## src/rtl/cpu_pkg.sv

```systemverilog
// Shared CPU definitions: opcode values, fetch FSM states and
// opcode-length helpers used by the fetch stage and the decoder.
package cpu_pkg;

   localparam logic [7:0] LDA_IMM = 8'h86;
   localparam logic [7:0] LDA_DIR = 8'h87;
   localparam logic [7:0] LDB_IMM = 8'h88;
   localparam logic [7:0] LDB_DIR = 8'h89;
   localparam logic [7:0] STA_DIR = 8'h96;
   localparam logic [7:0] STB_DIR = 8'h97;
   localparam logic [7:0] BRA     = 8'h20;
   localparam logic [7:0] BMI     = 8'h21;
   localparam logic [7:0] BPL     = 8'h22;
   localparam logic [7:0] BEQ     = 8'h23;
   localparam logic [7:0] BNE     = 8'h24;
   localparam logic [7:0] BVS     = 8'h25;
   localparam logic [7:0] BVC     = 8'h26;
   localparam logic [7:0] BCS     = 8'h27;
   localparam logic [7:0] BCC     = 8'h28;
   localparam logic [7:0] ADD_AB  = 8'h42;
   localparam logic [7:0] SUB_AB  = 8'h43;
   localparam logic [7:0] AND_AB  = 8'h44;
   localparam logic [7:0] OR_AB   = 8'h45;
   localparam logic [7:0] INCA    = 8'h46;
   localparam logic [7:0] INCB    = 8'h47;
   localparam logic [7:0] DECA    = 8'h48;
   localparam logic [7:0] DECB    = 8'h49;

   typedef enum logic [1:0] {
      FETCH_OP   = 2'd0,
      FETCH_OPND = 2'd1,
      HOLD       = 2'd2
   } fetch_state_e;

   function automatic logic op_is_2byte(logic [7:0] op);
      case (op)
         LDA_IMM, LDA_DIR, LDB_IMM, LDB_DIR,
         STA_DIR, STB_DIR,
         BRA, BMI, BPL, BEQ, BNE,
         BVS, BVC, BCS, BCC:       return 1'b1;
         default:                  return 1'b0;
      endcase
   endfunction

   function automatic logic op_is_legal(logic [7:0] op);
      case (op)
         ADD_AB, SUB_AB, AND_AB, OR_AB,
         INCA, INCB, DECA, DECB:   return 1'b1;
         default:                  return op_is_2byte(op);
      endcase
   endfunction

endpackage

```

## src/rtl/opcode_len_decode.sv

```systemverilog
// Combinational opcode classifier: instruction length and legality.
// Shared with the decode stage so both agree on the opcode table.
module opcode_len_decode
   import cpu_pkg::*;
(
   input  logic [7:0] opcode,
   output logic       len2,
   output logic       legal
);

   assign len2  = op_is_2byte(opcode);
   assign legal = op_is_legal(opcode);

endmodule

```

## src/rtl/instr_fetch_unit.sv

```systemverilog
// Instruction fetch stage: owns the PC, reads opcode/operand bytes
// from the combinational ROM and presents one bundle at a time.
module instr_fetch_unit
   import cpu_pkg::*;
#(
   parameter int              PC_W     = 8,
   parameter int              ADDR_W   = 7,
   parameter logic [PC_W-1:0] RESET_PC = 8'h00
) (
   input  logic              clk,
   input  logic              reset,
   output logic [ADDR_W-1:0] rom_address,
   input  logic [7:0]        rom_data,
   output logic [PC_W-1:0]   pc,
   output logic              instr_valid,
   input  logic              instr_ready,
   output logic [7:0]        opcode,
   output logic [7:0]        operand,
   output logic              instr_len2,
   output logic [PC_W-1:0]   instr_pc,
   output logic              illegal,
   input  logic              redirect,
   input  logic [PC_W-1:0]   redirect_pc
);

   localparam logic [PC_W-1:0] PC_ONE = {{(PC_W-1){1'b0}}, 1'b1};

   fetch_state_e    state_q, state_d;
   logic [PC_W-1:0] pc_q, pc_d;
   logic [PC_W-1:0] ipc_q, ipc_d;
   logic [7:0]      op_q, op_d;
   logic [7:0]      opnd_q, opnd_d;
   logic            len2_q, len2_d;
   logic            ill_q, ill_d;
   logic            dec_len2;
   logic            dec_legal;

   // Classify the byte on the ROM bus; only used while in FETCH_OP.
   opcode_len_decode u_dec (
      .opcode (rom_data),
      .len2   (dec_len2),
      .legal  (dec_legal)
   );

   always_comb begin
      state_d = state_q;
      pc_d    = pc_q;
      ipc_d   = ipc_q;
      op_d    = op_q;
      opnd_d  = opnd_q;
      len2_d  = len2_q;
      ill_d   = ill_q;
      if (redirect) begin
         pc_d    = redirect_pc;
         state_d = FETCH_OP;
      end else begin
         unique case (state_q)
            FETCH_OP: begin
               op_d   = rom_data;
               ipc_d  = pc_q;
               pc_d   = pc_q + PC_ONE;
               len2_d = dec_len2;
               ill_d  = ~dec_legal;
               if (dec_len2) begin
                  state_d = FETCH_OPND;
               end else begin
                  opnd_d  = 8'h00;
                  state_d = HOLD;
               end
            end
            FETCH_OPND: begin
               opnd_d  = rom_data;
               pc_d    = pc_q + PC_ONE;
               state_d = HOLD;
            end
            HOLD: begin
               if (instr_ready) state_d = FETCH_OP;
            end
            default: state_d = FETCH_OP;
         endcase
      end
   end

   always_ff @(posedge clk) begin
      if (!reset) begin
         state_q <= FETCH_OP;
         pc_q    <= RESET_PC;
         ipc_q   <= '0;
         op_q    <= 8'h00;
         opnd_q  <= 8'h00;
         len2_q  <= 1'b0;
         ill_q   <= 1'b0;
      end else begin
         state_q <= state_d;
         pc_q    <= pc_d;
         ipc_q   <= ipc_d;
         op_q    <= op_d;
         opnd_q  <= opnd_d;
         len2_q  <= len2_d;
         ill_q   <= ill_d;
      end
   end

   assign rom_address = pc_q[ADDR_W-1:0];
   assign pc          = pc_q;
   assign instr_valid = (state_q == HOLD);
   assign opcode      = op_q;
   assign operand     = opnd_q;
   assign instr_len2  = len2_q;
   assign instr_pc    = ipc_q;
   assign illegal     = ill_q;

endmodule

```

## config.mk

```make
export PLATFORM = sky130hd
export DESIGN_NAME = instr_fetch_unit
export DESIGN_NICKNAME = d
export VERILOG_FILES = /design/src/rtl/cpu_pkg.sv /design/src/rtl/opcode_len_decode.sv /design/src/rtl/instr_fetch_unit.sv
export SDC_FILE = /design/constraint.sdc
export NUM_CORES = 1
export LEC_CHECK = 0
export ABC_AREA = 0
export CAP_MARGIN = 20
export CORE_ASPECT_RATIO = 1.1
export CORE_MARGIN = 2
export CORE_UTILIZATION = 43
export DETAILED_ROUTE_END_ITERATION = 10
export GPL_TIMING_DRIVEN = 0
export PLACE_DENSITY = 0.83
export SLEW_MARGIN = 30
export SYNTH_ARGS = -nofsm -noshare
export SYNTH_HDL_FRONTEND = slang
export SYNTH_SLANG_ARGS = --single-unit
```

## constraint.sdc

```tcl
create_clock -name clk -period 2.4 [get_ports clk]
set_input_delay 0.48 -clock clk [delete_from_list [all_inputs] [get_ports clk]]
set_output_delay 0.48 -clock clk [all_outputs]
set_load 0.05 [all_outputs]
```

==> flow_metrics.tcl <==
set metrics [dict create \
    critPathLaunch "rom_data[4]" \
    postPlaceCellArea_um2 2300 \
    final_cell_count_no_fill 319 \
    synth_top_area_share_pct 43.9 \
    antenna_left 0 \
    cts_tree "done" \
    maxSlewHeadroom_pct 59.6 \
    h-tree-depth 2 \
    timing.critical_path.fanout_max 9 \
    die_h_um 68.8 \
    pin_count 62 \
    synth_area_leaders "dfxtp_1, nand2_1, a21boi_0, o21ai_0, a31oi_1" \
    vias 1697 \
    reg2reg_depth 5 \
    detailedRoute.firstPassIterationCount 4 \
    skew_ns 0.00638 \
    place_ws_ns -0.0913 \
    clock_sinks 36 \
    cp.arrival_ns 2.38 \
    post-route-period-util_pct 91.6 \
    rsz0062_at_grt "false" \
    rows 23 \
    wire_per_inst_um 13.6 \
    grt_first_pass_wirelength_um 7110 \
    critical_path_required_ns 2.58 \
    max_stage_delay_ns 0.58 \
    dpl.hpwl_um 3140 \
    fin_ws_ns 0.202 \
    nNetsFinal 289 \
    wl_um 4320 \
    die_width_um 62.9 \
    timing.rr.end "instr_pc[6]" \
    cp_cell_sequence "clkdlybuf4s50_1 -> or4b_1 -> or3_1 -> o31a_1 -> buf_6 -> a32o_1" \
    drtIter0Drc 110 \
    min_path_type "reg -> reg" \
    hold_viol_final 0 \
    post_cts_buffers 0 \
    viasPerCell 5.32 \
    grtUsageTotal_pct 21.3 \
    numPortBuffers 60 \
    layout-drive-gt1-share_pct 5.95 \
    cts.repair.resized 1 \
    synth_area_per_cell_um2 8.17 \
    setup_violations 0 \
    critPathKind "in -> reg" \
    start_kind "input port" \
    grt_pass1_vias 1558 \
    clockBufferDepth 2 \
    syn-cell-area_um2 1640 \
    clock_latency_ns 0.29 \
    gp_congestion 0.871 \
    dpl.cell_count 311 \
    cts-buffers-inserted 5 \
    fmax_mhz 455 \
    synth_seq_area_share_pct 43.9 \
    power_density_nw_per_um2 637 \
    endpoint_kind "flop" \
    antennaDiodeCount 0 \
    r2r_start "state_q[0]" \
    leakagePower_nw 0.864 \
    drv_cap 0 \
    cp_slowest_cell "or4b_1" \
    start_util_pct 44.9 \
    ir_drop_mv 0.389 \
    fin_setup_tns_ns 0 \
    grt-ovfl-total 0 \
    synth.distinct_cells 30 \
    path_clk_slew_ns 0.07 \
    grt_start_max_net_pins 12 \
    slew_viol_final 0 \
    postLayoutCellArea_um2 2410 \
    antenna_found_initial 0 \
    post-route-min-period_ns 2.20 \
    worst_pin_slew_ns 0.602 \
    area_delta_synth_final_pct 46.9 \
    drcViolationCount 0 \
    die_area_um2 4330 \
    r2r_slack_ns 0.53 \
    syn-num-nets 222 \
    status "finished, final reports clean" \
    clock-root-buffer "clkbuf_8" \
    synth_warnings 0 \
    ys_seq_elements 36 \
    synth_largest_area_cell "dfxtp_1" \
    syn_inst 201 \
    power_mw 1.54 \
    cts_hold_buf 0 \
    coreArea_um2 3650 \
    critPathCapture "state_q[1]" \
]
-- placed cells by master (no fill, tap or decap), types with 6 or more instances in the layout --
cell / count
clkdlybuf4s50_1: 59
nor3_1: 9
o21ai_0: 17
buf_4: 7
a21boi_0: 16
clkbuf_1: 13
a31oi_1: 9
nand2_1: 47
a21oi_1: 6
dfxtp_1: 36
-- routing by layer --
metal  global-route usage [%]  routed length [µm]  part of all wire (%)
met1                     26.1                1750                    41
met2                     36.4                2120                    49
met3                     5.68                 390                   9.0
met4                     7.78                  64                   1.5
met5                        0                   0                     0
-- kinds of logic (layout without fill, tap and decap cells) --
logic type / Yosys count / count (layout) / share of synthesized area, %
AO/OA/AOI/OAI: 53 / 53 / 20.6
multiplexers: 1 / 1 / 0.610
buffers and inverters: 23 / 91 / 7.32
flip-flops: 36 / 36 / 43.9
XOR/XNOR: 8 / 8 / 4.27
AND/OR/NAND/NOR: 79 / 79 / 22.6
adder cells (fa/ha/maj): 1 / 1 / 0.762
-- worst min-delay path by stage --
stage,from,end,slack [ns],cells past startpoint
2_1_floorplan,rom_data[1],opcode[1],0.62,2
5_1_grt,opcode[3],opcode[3],0.49,2
6_report,opcode[6],opcode[6],0.47,2
3_3_place_gp,instr_pc[0],instr_pc[0],0.45,2
3_5_place_dp,instr_pc[1],instr_pc[1],0.46,2
4_1_cts,instr_pc[1],instr_pc[1],0.47,2
-- metrics by stage --
stage	hold WS (ns)	util, %
after floorplan	0.625	-
after global placement	0.448	63.1
after detailed placement	0.458	63.1
after CTS	0.468	66.0
after global routing	0.486	66.0
final	0.465	66.0
-- final cells by class --
| class | count | area [µm²] |
|---|---|---|
| buffer | 20 | 109 |
| fill | 337 | 1240 |
| clock inverter | 2 | 35.0 |
| timing repair buffer | 60 | 599 |
| clock buffer | 6 | 72.6 |
| multi-input combinational | 142 | 801 |
| inverter | 3 | 11.3 |
| tap | 50 | 62.6 |
| sequential | 36 | 721 |
-- Yosys cell counts --
master    count
a31oi_1       9
a32o_1        2
nor4b_1       2
and4b_1       1
mux2i_1       1
nor2_1        5
inv_1         3
buf_6         1
clkbuf_1     12
and2_1        4
nor3_1        9
o31a_1        2
or3_1         2
nand4b_1      1
or4b_1        1
nand3_1       2
a21boi_0     16
xnor2_1       5
buf_4         7
a21oi_1       6
dfxtp_1      36
nor2b_1       2
nand2_1      47
nor3_2        1
xor2_1        3
o21ai_0      17
ha_1          1
and3_1        1
nand3b_1      1
o22a_1        1
-- worst max-delay path: cells and delay by family --
kind                   cells  cell delay, ns
and+or+nand+nor            2            0.90
AOI/OAI and AO/OA          2            0.37
buffers and inverters      2            0.63
-- flip-flops by register name, summed over array words and instances, names as in the netlist --
register	flops
instr_pc	8
illegal	1
pc	8
state_q	2
operand	8
opcode	8
instr_len2	1
-- power by group --
group,leakage (nW),switching (mW),total (mW),internal (mW)
Clock,0.0552,0.220,0.528,0.308
Sequential,0.295,0.0260,0.651,0.625
Combinational,0.515,0.222,0.356,0.134
Note: power is estimated with default switching activity, not from simulation.
